File: src/rtl/execute_stage.sv
// EX stage of the five-stage RISC-V pipeline: operand forwarding, ALU, branch
// resolution and the EX/MEM pipeline register.

module execute_alu #(
  parameter int XLEN = 32
) (
  input  logic [2:0]      alu_control,
  input  logic [XLEN-1:0] a,
  input  logic [XLEN-1:0] b,
  output logic [XLEN-1:0] result,
  output logic            zero
);
  typedef enum logic [2:0] {
    ALU_ADD = 3'b000,
    ALU_SUB = 3'b001,
    ALU_AND = 3'b010,
    ALU_OR  = 3'b011,
    ALU_SLT = 3'b101
  } alu_op_t;

  always_comb begin
    result = '0;
    case (alu_control)
      ALU_ADD: result = a + b;
      ALU_SUB: result = a - b;
      ALU_AND: result = a & b;
      ALU_OR:  result = a | b;
      ALU_SLT: result = {{(XLEN-1){1'b0}}, ($signed(a) < $signed(b))};
      default: result = '0;
    endcase
  end

  assign zero = (result == '0);
endmodule

module execute_stage #(
  parameter int XLEN = 32,
  parameter int RA_W = 5
) (
  input  logic            clk,
  input  logic            rst,
  input  logic            valid_e,
  input  logic [XLEN-1:0] rd1_e,
  input  logic [XLEN-1:0] rd2_e,
  input  logic [XLEN-1:0] imm_ext_e,
  input  logic [XLEN-1:0] pc_e,
  input  logic [XLEN-1:0] pc_plus4_e,
  input  logic [RA_W-1:0] rs1_e,
  input  logic [RA_W-1:0] rs2_e,
  input  logic [RA_W-1:0] rd_e,
  input  logic            alu_src_e,
  input  logic [2:0]      alu_control_e,
  input  logic            reg_write_e,
  input  logic            mem_write_e,
  input  logic            branch_e,
  input  logic            jump_e,
  input  logic [1:0]      result_src_e,
  input  logic            stall_m,
  input  logic [XLEN-1:0] result_w,
  input  logic [RA_W-1:0] rd_w,
  input  logic            reg_write_w,
  output logic            pc_src_e,
  output logic [XLEN-1:0] pc_target_e,
  output logic            valid_m,
  output logic            reg_write_m,
  output logic            mem_write_m,
  output logic [1:0]      result_src_m,
  output logic [XLEN-1:0] alu_result_m,
  output logic [XLEN-1:0] write_data_m,
  output logic [XLEN-1:0] pc_plus4_m,
  output logic [RA_W-1:0] rd_m
);
  logic [XLEN-1:0] mem_fwd_val;
  logic            mem_fwd_ok;
  logic [XLEN-1:0] src_a, fwd_b, src_b;
  logic [XLEN-1:0] alu_result;
  logic            alu_zero;

  // A load in MEM has no data yet; the hazard unit stalls, so it is never a source.
  assign mem_fwd_ok  = reg_write_m & valid_m & (rd_m != '0) & (result_src_m != 2'b01);
  assign mem_fwd_val = (result_src_m == 2'b10) ? pc_plus4_m : alu_result_m;

  always_comb begin
    src_a = rd1_e;
    if (mem_fwd_ok && rd_m == rs1_e)
      src_a = mem_fwd_val;
    else if (reg_write_w && rd_w != '0 && rd_w == rs1_e)
      src_a = result_w;
  end

  always_comb begin
    fwd_b = rd2_e;
    if (mem_fwd_ok && rd_m == rs2_e)
      fwd_b = mem_fwd_val;
    else if (reg_write_w && rd_w != '0 && rd_w == rs2_e)
      fwd_b = result_w;
  end

  assign src_b = alu_src_e ? imm_ext_e : fwd_b;

  execute_alu #(.XLEN(XLEN)) u_alu (
    .alu_control (alu_control_e),
    .a           (src_a),
    .b           (src_b),
    .result      (alu_result),
    .zero        (alu_zero)
  );

  assign pc_target_e = pc_e + imm_ext_e;
  assign pc_src_e    = valid_e & (jump_e | (branch_e & alu_zero));

  always_ff @(posedge clk) begin
    if (rst) begin
      valid_m      <= 1'b0;
      reg_write_m  <= 1'b0;
      mem_write_m  <= 1'b0;
      result_src_m <= '0;
      alu_result_m <= '0;
      write_data_m <= '0;
      pc_plus4_m   <= '0;
      rd_m         <= '0;
    end else if (!stall_m) begin
      valid_m      <= valid_e;
      reg_write_m  <= valid_e & reg_write_e;
      mem_write_m  <= valid_e & mem_write_e;
      result_src_m <= valid_e ? result_src_e : 2'b00;
      alu_result_m <= valid_e ? alu_result : '0;
      write_data_m <= valid_e ? fwd_b : '0;
      pc_plus4_m   <= valid_e ? pc_plus4_e : '0;
      rd_m         <= valid_e ? rd_e : '0;
    end
  end
endmodule

File: config.mk
export PLATFORM = sky130hd
export DESIGN_NAME = execute_stage
export DESIGN_NICKNAME = d
export VERILOG_FILES = /design/src/rtl/execute_stage.sv
export SDC_FILE = /design/constraint.sdc
export NUM_CORES = 1
export LEC_CHECK = 0
export ABC_AREA = 1
export ABC_CLOCK_PERIOD_IN_PS = 4700
export BUFFER_PORTS_ARGS = -buffer_cell sky130_fd_sc_hd__buf_4
export CAP_MARGIN = 20
export CORE_MARGIN = 8
export CORE_UTILIZATION = 47
export CTS_BUF_LIST = sky130_fd_sc_hd__clkbuf_4 sky130_fd_sc_hd__clkbuf_8
export DETAILED_ROUTE_END_ITERATION = 8
export PLACE_DENSITY = 0.81
export SYNTH_ARGS = -nofsm -noshare
export SYNTH_HDL_FRONTEND = slang
export SYNTH_SLANG_ARGS = --single-unit
File: constraint.sdc
create_clock -name clk -period 4.7 [get_ports clk]
set_clock_uncertainty 0.15 [all_clocks]
set_input_delay 0.235 -clock clk [delete_from_list [all_inputs] [get_ports clk]]
set_output_delay 0.235 -clock clk [all_outputs]
set_load 0.01 [all_outputs]
# Word level (Yosys, flattened, before mapping)
# Cells that the tools add are included.
dict set report op_classes {
  n_addsub 3
  magnitude_cmp 1
  n_eq_ne 10
  n_mux 12
  bitwise 10
  n_reduce_logical 9
}
# operator n
set op_table {}
lappend op_table {{two-way mux 32 bit} 9}
lappend op_table {{case mux 32 bit (5 select lines)} 1}
lappend op_table {{adder 32 bit} 2}
lappend op_table {{bitwise AND 32 bit} 1}
lappend op_table {{zero test 32 bit} 1}
lappend op_table {{less-than comparator 32 bit} 1}
lappend op_table {{bitwise OR 32 bit} 1}
lappend op_table {{subtractor 32 bit} 1}
lappend op_table {{== test 5 bit} 4}
lappend op_table {{nonzero test 5 bit} 2}
lappend op_table {{bitwise AND 1 bit} 7}
lappend op_table {{== test 3 x 2 -> 1 bit (second input constant)} 2}
lappend op_table {{logical AND 1 bit} 5}
lappend op_table {{two-way mux 5 bit} 1}
lappend op_table {{== test 3 x 1 -> 1 bit (second input constant)} 1}
lappend op_table {{== test 3 bit (second input constant)} 1}
lappend op_table {{zero test 3 bit} 1}
lappend op_table {{== test 2 bit (second input constant)} 1}
lappend op_table {{two-way mux 2 bit} 1}
lappend op_table {{!= test 2 x 1 -> 1 bit (second input constant)} 1}
lappend op_table {{bitwise OR 1 bit} 1}
dict set report word_totals {
  regBits 106
  out_inout_bits 139
  word_cells 53
}

# Logic depth before layout (Yosys ltp)
# Gate-level depths: netlist (run 1).
dict set report logic_depth {
  ltp_word 12
  ltp_mapped 31
  ltp_nobuf 29
}

# Modules after synthesis
# A second synthesis (run 1) with hierarchy kept.
dict set report unflattened {
  cells_unflattened 2724
  hier_area_um2 15494.9
}
# module n_inst cells_each area_per_inst_um2 seq_area_each_um2
set modules_own_cells {}
lappend modules_own_cells {execute_stage 1 1388 8844.7 2122.0}
lappend modules_own_cells {execute_alu 1 1336 6650.1 0.0}

# Least setup slack after synthesis (run 1)
# No wires, ideal clock.
dict set report synth_timing {
  path_kind {flip-flop to output port}
  startpoint {register rd_m[3]}
  endpoint {output port pc_src_e}
  arrival_time_ps 3665
  required_ps 4315
  path_slack_ps 650
  stages_incl_launch_ff 28
  path_buffers 0
  cell_sequence {dfxtp_1 -> xor2_1 -> nor4_1 -> nand2_1 -> inv_2 -> nor2_1 -> or2_1 -> o21ai_0 -> ha_1 -> inv_1 -> fa_1 -> inv_1 -> nand3_1 -> nand2_1 -> nand2_1 -> nand2_1 -> nand2_1 -> nand2_1 -> nand2_1 -> nand2_1 -> nand2_1 -> nand3_1 -> nand3b_1 -> nor2_1 -> nand2_1 -> nor2_1 -> nand3_1 -> a21oi_1}
}
dict set report synth_via {
  elab_chain_cells 12
}
# element line_no
set synth_rtl {}
lappend synth_rtl {{start, declared} 71} ;# output logic [RA_W-1:0] rd_m
lappend synth_rtl {{start signal, assigned} 130} ;# rd_m <= valid_e ? rd_e : '0;
lappend synth_rtl {{nonzero test 5 bit} 80} ;# assign mem_fwd_ok = reg_write_m & valid_m & (rd_m != '0) & (result_src_m != 2'b01);
lappend synth_rtl {{bitwise AND 1 bit (2 in a row)} 80}
lappend synth_rtl {{logical AND 1 bit} 93} ;# if (mem_fwd_ok && rd_m == rs2_e)
lappend synth_rtl {{two-way mux 32 bit} 93}
lappend synth_rtl {{two-way mux 32 bit} 99} ;# assign src_b = alu_src_e ? imm_ext_e : fwd_b;
lappend synth_rtl {{subtractor 32 bit (tied with other cells)} 25} ;# ALU_SUB: result = a - b;
lappend synth_rtl {{case mux 32 bit (5 select lines) (*)} 23} ;# case (alu_control)
lappend synth_rtl {{zero test 32 bit (*)} 33} ;# assign zero = (result == '0);
lappend synth_rtl {{bitwise AND 1 bit (*)} 110} ;# assign pc_src_e = valid_e & (jump_e | (branch_e & alu_zero));
lappend synth_rtl {{bitwise OR 1 bit (*)} 110}
lappend synth_rtl {{bitwise AND 1 bit (*)} 110}
lappend synth_rtl {{end, declared} 62} ;# output logic pc_src_e,
# Every way passes the cells marked *; elsewhere a longest branch is shown, timed or not.

# Final worst setup path (run 1)
# Ends and elaborated chain as after synthesis.

==> results of run 1 <==
-- cell usage in the layout (no fill, tap or decap), drive strengths merged, types with 41 or more instances in the layout --
| cell type | netlist | final |
|---|---|---|
| a21oi | 197 | 197 |
| buf | 54 | 790 |
| dfxtp | 106 | 106 |
| dlygate4sd3 | 0 | 41 |
| ha | 141 | 141 |
| inv | 362 | 364 |
| nand2 | 844 | 844 |
| nand3 | 199 | 199 |
| nor2 | 245 | 245 |
| o21ai | 150 | 150 |
-- timing repair --
item / CTS / global route
pin swaps: 13 / 2
hold buffers: 41 / 0
gates resized for setup: 102 / 48
setup buffers: 6 / 1
endpoints found under the setup margin: 1 / 1
gates cloned: 2 / 0
endpoints found under the hold margin: 41 / 0
-- kinds of logic (layout without fill, tap and decap cells) --
kind of cell               after synthesis  after routing  synth area share, %
xor gates and xnor gates                50             50                 3.05
adders and majority gates              144            144                 12.7
buffers and inverters                  473           1211                 13.0
and+or+nand+nor                       1381           1381                 39.7
DFF                                    106            106                 14.8
muxes                                   18             18                 1.41
other                                    0              2                    0
AOI/OAI and AO/OA                      406            406                 15.4
-- power breakdown --
group	internal, mW	total, mW	switching (mW)	leakage [nW]
Clock	0.255	0.646	0.391	0.0968
Combinational	1.15	2.60	1.45	10.7
Sequential	0.933	0.970	0.0369	0.865
Total	2.34	4.22	1.88	11.7
-- state kept, by name (all words and copies together) (netlist names) --
name / flops
pc_plus4_m: 32
reg_write_m: 1
alu_result_m: 32
result_src_m: 2
mem_write_m: 1
rd_m: 5
write_data_m: 32
valid_m: 1
-- routing by layer --
layer  track usage, %  share of wire [%]
met1             47.0                 38
met2             63.8                 45
met3             10.5                 11
met4             21.4                6.1
met5                0              0.017
-- through the flow --
| step | power [mW] | cell area [sq um] | worst slack [ns] | utilization [%] |
|---|---|---|---|---|
| after floorplan | 2.15 | 14400 | 0.650 | - |
| after global placement | 3.35 | 20300 | -0.213 | 67.0 |
| after detailed placement | 3.38 | 20300 | -0.341 | 67.0 |
| after CTS | 4.10 | 21300 | -0.212 | 70.2 |
| after global routing | 4.44 | 21500 | -0.557 | 70.9 |
| final | 4.22 | 21500 | -0.303 | 70.9 |
-- cell type report --
| type | count | area (sq um) |
|---|---|---|
| sequential | 106 | 2130 |
| multi-input combinational | 1999 | 10800 |
| tap | 396 | 495 |
| fill | 2660 | 8840 |
| clock inverter | 5 | 63.8 |
| timing repair buffer | 833 | 6500 |
| clock buffer | 10 | 131 |
| inverter | 363 | 1360 |
| antenna | 2 | 5.00 |
-- worst max-delay path, delay by kind of cell (launching register included) --
kind | cells | cell delay [ns]
and+or+nand+nor | 14 | 1.50
buffers and inverters | 8 | 1.14
AOI/OAI and AO/OA | 5 | 0.75
DFF | 1 | 0.36
adders and majority gates | 1 | 0.25
xor gates and xnor gates | 1 | 0.16
-- path summary, 6_finish.rpt --
| path | depth (start not counted) | end | startpoint | slack, ns |
|---|---|---|---|---|
| setup / recovery | 29 | pc_src_e | rd_m[3]$_SDFFE_PP0N_ | -0.30 |
| hold / removal | 5 | alu_result_m[1]$_SDFFE_PP0N_ | alu_control_e[1] | 0.13 |
| setup reg to reg | 24 | alu_result_m[30]$_SDFFE_PP0N_ | rd_m[3]$_SDFFE_PP0N_ | 0.46 |
| hold reg to reg | 2 | write_data_m[15]$_SDFFE_PP0N_ | write_data_m[15]$_SDFFE_PP0N_ | 0.33 |
==> results.yml, run 1 <==
cells_and_area:
  layout-drive-gt1-share_pct: 28.8
  syn_to_final_growth_pct: 49.9
  nets: 3683
  fin_cells: 3714
sta:
  fin_tns_setup_ns: -0.303
  worst_pin_slew_ns: 0.957
  finalHoldViolations: 0
  layout_min_cycle_time_ns: 5.00
  rsz0062_at_grt: "yes"
  relSlewSlack_pct: 36.2
  layout_setup_ws_ns: -0.303
  hold_slack_ns: 0.133
  fmax_mhz: 200
  fin_crit_sh_pct: 106
  setup_violations: 1
  slew_viol_final: 0
worst_setup_path:
  worstPathMaxFanout: 11
  max_stage_delay_ns: 0.36
  critPathSlowestCell: "dfxtp_2"
  required_ns: 4.32
  crit_type: "reg -> out"
  crit_arrival_ns: 4.62
  startpoint_type: "register"
  cp-end-kind: "output pin"
route:
  dr.pass1.iters: 7
  wl_per_cell_um: 20.3
  drt-vias-per-instance: 5.59
  drc: 0
  final_antenna_net_count: 0
  routed_wl_um: 75300
  vias: 20700
  drt_iter0_markers: 2739
logic_synthesis:
  yosysMostFrequentCell: "nand2_1"
  synth-edff-count: 0
  yosys.area.top_type: "nand2_1"
  ys_async_sr_fraction_pct: 0
  synth_ff_type: "dfxtp_1"
  yosys.area.top_type_share_pct: 22.0
  synth.area.top_cells: "nand2_1 22%, dfxtp_1 15%, ha_1 12%"
  ys_warn_count: 0
  avgSynthCellArea_sq_um: 5.57
  postSynthCellCount: 2578
  syn_area_sq_um: 14400
  synth_cell_types: 52
  synthTopCellsByCount: "842 x nand2_1, 360 x inv_1, 241 x nor2_1, 198 x nand3_1, 189 x a21oi_1"
  ys_seq_area_share_pct: 14.8
  synth-seq-cells: 106
  syn_nets: 2949
place:
  dpl.hpwl_um: 62000
  place_congestion: 1.08
  dp.cells: 3647
  portBuffers: 365
floorplanning:
  core_sq_um: 30300
  fp-row-count: 64
  fp.dieArea_sq_um: 36400
  start_util_pct: 47.3
  io_pins: 366
  die_x_um: 191
  dieHeight_um: 191
power:
  leakage_nw: 11.7
  ir_drop_uv: 129
  powerDensity_nw_per_um2: 196
cts:
  clock_insertion_delay_worst_skew_ns: 0.44
  cts_buffers: 9
  path_clk_slew_ns: 0.14
  cts-root-buf: "clkbuf_8"
  cts_sinks: 106
  htreeDepth: 3
  cts_buffer_depth: 2
  cts_tree: "built"
min_path:
  hold_path_class: "in -> reg"
global_routing:
  track_usage_pct: 39.4
  grt_max_degree: 74
  grt_pass1_vias: 20400
  antenna_found_initial: 3
  gr-total-overflow: 0
  grt_pass1_wl_um: 112000
outcome:
  violations: "negative setup slack"
  outcome: "finished with violations"
job:
  cap_violations: 0
Power figures use the tool's default switching activity.
==> run 2, diff against run 1 <==
==> config.mk (replaced) <==
export PLATFORM = sky130hd
export DESIGN_NAME = execute_stage
export DESIGN_NICKNAME = d
export VERILOG_FILES = /design/src/rtl/execute_stage.sv
export SDC_FILE = /design/constraint.sdc
export NUM_CORES = 1
export LEC_CHECK = 0
export ABC_AREA = 0
export ABC_CLOCK_PERIOD_IN_PS = 6360
export BUFFER_PORTS_ARGS = -buffer_cell sky130_fd_sc_hd__buf_4
export CAP_MARGIN = 20
export CORE_MARGIN = 8
export CORE_UTILIZATION = 47
export CTS_BUF_LIST = sky130_fd_sc_hd__clkbuf_4 sky130_fd_sc_hd__clkbuf_8
export DETAILED_ROUTE_END_ITERATION = 8
export HOLD_SLACK_MARGIN = 0.12
export PLACE_DENSITY = 0.83
export SYNTH_ARGS = -nofsm -noshare
export SYNTH_HDL_FRONTEND = slang
export SYNTH_SLANG_ARGS = --single-unit
==> constraint.sdc (replaced) <==
create_clock -name clk -period 6.36 [get_ports clk]
set_clock_uncertainty 0.15 [all_clocks]
set_input_delay 0.318 -clock clk [delete_from_list [all_inputs] [get_ports clk]]
set_output_delay 0.318 -clock clk [all_outputs]
set_load 0.01 [all_outputs]
==> run 2 against run 1 <==
Against the previous run: the run now ends clean; core utilization fell by 4.7 points; critical path depth fell by 6; wire length fell by 23%; final cell count fell by 32%; total power fell by 39%; die area fell by 14%; synthesized cell count fell by 34%; area after synthesis fell by 15%; non-clock buffer count fell by 264; sequential share of layout area rose by 2.6 points.
==> results.yml, run 2 <==
job:
  cap_violations: 0
worst_setup_path:
  r2r_start: "rd_m[4]$_SDFFE_PP0N_"
  cp-end-kind: "output pin"
  rr_worst_depth: 21
  r2r_slack_ns: 1.10
  required_ns: 5.89
  r2r_end: "alu_result_m[30]$_SDFFE_PP0N_"
  crit_type: "reg -> out"
  crit_arrival_ns: 5.71
  startpoint_type: "register"
  worstPathMaxFanout: 17
floorplanning:
  start_util_pct: 47.3
  core_sq_um: 25800
  die_x_um: 177
  dieHeight_um: 177
  fp-row-count: 59
  fp.dieArea_sq_um: 31400
  io_pins: 366
sta:
  hold_slack_ns: 0.261
  finalHoldViolations: 0
  slew_viol_final: 0
  worst_pin_slew_ns: 1.10
  setup_violations: 0
  fmax_mhz: 162
  layout_setup_ws_ns: 0.184
  relSlewSlack_pct: 27.0
  fin_tns_setup_ns: 0
  layout_min_cycle_time_ns: 6.18
  fin_crit_sh_pct: 97.1
global_routing:
  grt_pass1_vias: 15400
  antenna_found_initial: 0
  gr-total-overflow: 0
  track_usage_pct: 34.1
  grt_pass1_wl_um: 85100
  grt_max_degree: 68
cells_and_area:
  syn_to_final_growth_pct: 39.8
  mostFrequentLayoutCells: "518 x buf_4, 235 x nor2_1, 151 x a21oi_1"
  post-route-util_pct: 66.2
  final_common_cell: "buf_4"
  seq_area_sq_um: 2130
  multi_input_area_sq_um: 9460
  layout-drive-gt1-share_pct: 29.3
  nets: 2543
  largestRegisters: "alu_result_m x32, pc_plus4_m x32, write_data_m x32"
  fill_cells: 2209
  stdcell_area_sq_um: 17100
logic_synthesis:
  synth_cell_types: 83
  ys_seq_area_share_pct: 17.4
  muxShareOfSynthArea_pct: 8.81
  synth-seq-cells: 106
  postSynthCellCount: 1696
  synth_compound_area_share_pct: 27.8
  yosys.area_share.adder_pct: 14.9
  avgSynthCellArea_sq_um: 7.21
  synth-simple-area-share_pct: 19.2
  yosys.area.top_type: "dfxtp_1"
  ys_async_sr_fraction_pct: 0
  ys_warn_count: 0
  synth-edff-count: 0
  synth_xor_area_share_pct: 5.37
  synth_ff_type: "dfxtp_1"
  synth_top_family_by_area: "compound AO/OA/AOI/OAI gates"
  syn_area_sq_um: 12200
  yosysMostFrequentCell: "nor2_1"
  synthTopCellsByCount: "238 x nor2_1, 154 x a21oi_1, 141 x ha_1, 136 x nand2_1, 114 x o21ai_0"
  yosys.area.top_type_share_pct: 17.4
  syn_nets: 2067
  synth.area.top_cells: "dfxtp_1 17%, ha_1 14%, nor2_1 7.3%"
place:
  place_congestion: 0.981
  dpl.hpwl_um: 45400
  placed_area_sq_um: 16200
  dpl_worst_slack_ns: 0.0525
  portBuffers: 365
min_path:
  holdPathStages: 4
  hold_end: "alu_result_m[1]$_SDFFE_PP0N_"
  hold_start: "alu_control_e[2]"
  hold_path_class: "in -> reg"
route:
  vias: 15400
  final_antenna_net_count: 0
  dr.pass1.iters: 6
  drt_iter0_markers: 1564
  drt-vias-per-instance: 6.13
  wl_per_cell_um: 23.0
  routed_wl_um: 57800
  drc: 0
cts:
  path_clk_slew_ns: 0.13
  cts_tree: "built"
  clock_insertion_delay_worst_skew_ns: 0.40
  htreeDepth: 3
  cts_buffer_depth: 2
  cts_sinks: 106
  cts-root-buf: "clkbuf_8"
  cts_buffers: 9
power:
  leakage_nw: 8.04
  powerDensity_nw_per_um2: 150
  ir_drop_uv: 156
outcome:
  outcome: "finished, final reports clean"
[run 2: cell types whose count changed in the layout (fill, tap and decap cells not counted), sizes merged, moves of 40 or more]
cell	previous run	this run
a21oi	197	157
a22oi	0	58
buf	790	526
inv	364	110
mux2i	0	66
nand2	844	136
nand3	199	17
[run 2: critical path, cell delays in order (launching register included)]
cell and delay (ns):
dfxtp_4 0.39, xor2_1 0.18, nor3_1 0.18, nand4_1 0.11
buf_4 0.18, buf_4 0.15, clkbuf_16 0.18, o21ai_2 0.28
o21ai_0 0.21, ha_1 0.47, a2111o_1 0.44, o211ai_2 0.30
buf_4 0.18, o311a_1 0.22, a21oi_2 0.09, buf_4 0.16
a2111o_1 0.42, a22oi_1 0.20, mux2_1 0.19, nor2_1 0.04
nand4bb_1 0.22, o31ai_1 0.25, buf_4 0.16, buf_4 0.12
[run 2: where the power goes]
group / switching [mW] / internal (mW)
Combinational: 0.780 / 0.650
Sequential: 0.0258 / 0.689
Clock: 0.277 / 0.150
Total: 1.08 / 1.49
[run 2: kinds of logic after synthesis]
logic type / Yosys count
adders and majority gates: 144
DFF: 106
xor gates and xnor gates: 75
muxes: 102
buffers and inverters: 211
AOI/OAI and AO/OA: 529
and+or+nand+nor: 529
[run 2: worst max-delay path by stage]
| stage | endpoint | start | depth (start not counted) |
|---|---|---|---|
| 2_1_floorplan | pc_src_e | rd_w[4] | 22 |
| 4_1_cts | pc_src_e | result_src_m[1]$_SDFFE_PP0N_ | 20 |
| 5_1_grt | pc_src_e | rd_m[4]$_SDFFE_PP0N_ | 26 |
| 3_5_place_dp | pc_src_e | rd_w[1] | 27 |
| 6_report | pc_src_e | rd_m[4]$_SDFFE_PP0N_ | 23 |
| 3_3_place_gp | pc_src_e | rd_w[1] | 28 |
[run 2: through the flow]
| step | instances | power (mW) |
|---|---|---|
| 3_3_place_gp | 2438 | 2.06 |
| 4_1_cts | 2495 | 2.51 |
| 3_5_place_dp | 2438 | 2.07 |
| 2_1_floorplan | 1696 | 1.47 |
| 6_report | 2513 | 2.57 |
| 5_1_grt | 2512 | 2.70 |
[run 2: timing repair]
action	CTS	global route
gates resized for setup	4	57
endpoints found under the setup margin	1	1
buffers inserted	0	15
cloned	0	2
pin swaps	0	17
hold endpoints to repair	41	0
hold buffers	41	0
[run 2: area by class of cell]
type	count	area share [%]
multi-input combinational	1379	55.3
antenna	1	0.0146
tap	335	2.45
clock buffer	9	0.725
timing repair buffer	569	26.3
clock inverter	7	0.359
inverter	107	2.35
sequential	106	12.5
[run 2: routing by layer]
metal,routed length [um],global-route usage (%),up-vias
li1,-,-,6978
met2,26600,57.1,1031
met5,0,0,-
met4,3700,19.0,0
met1,21100,38.4,7159
met3,6400,10.1,246
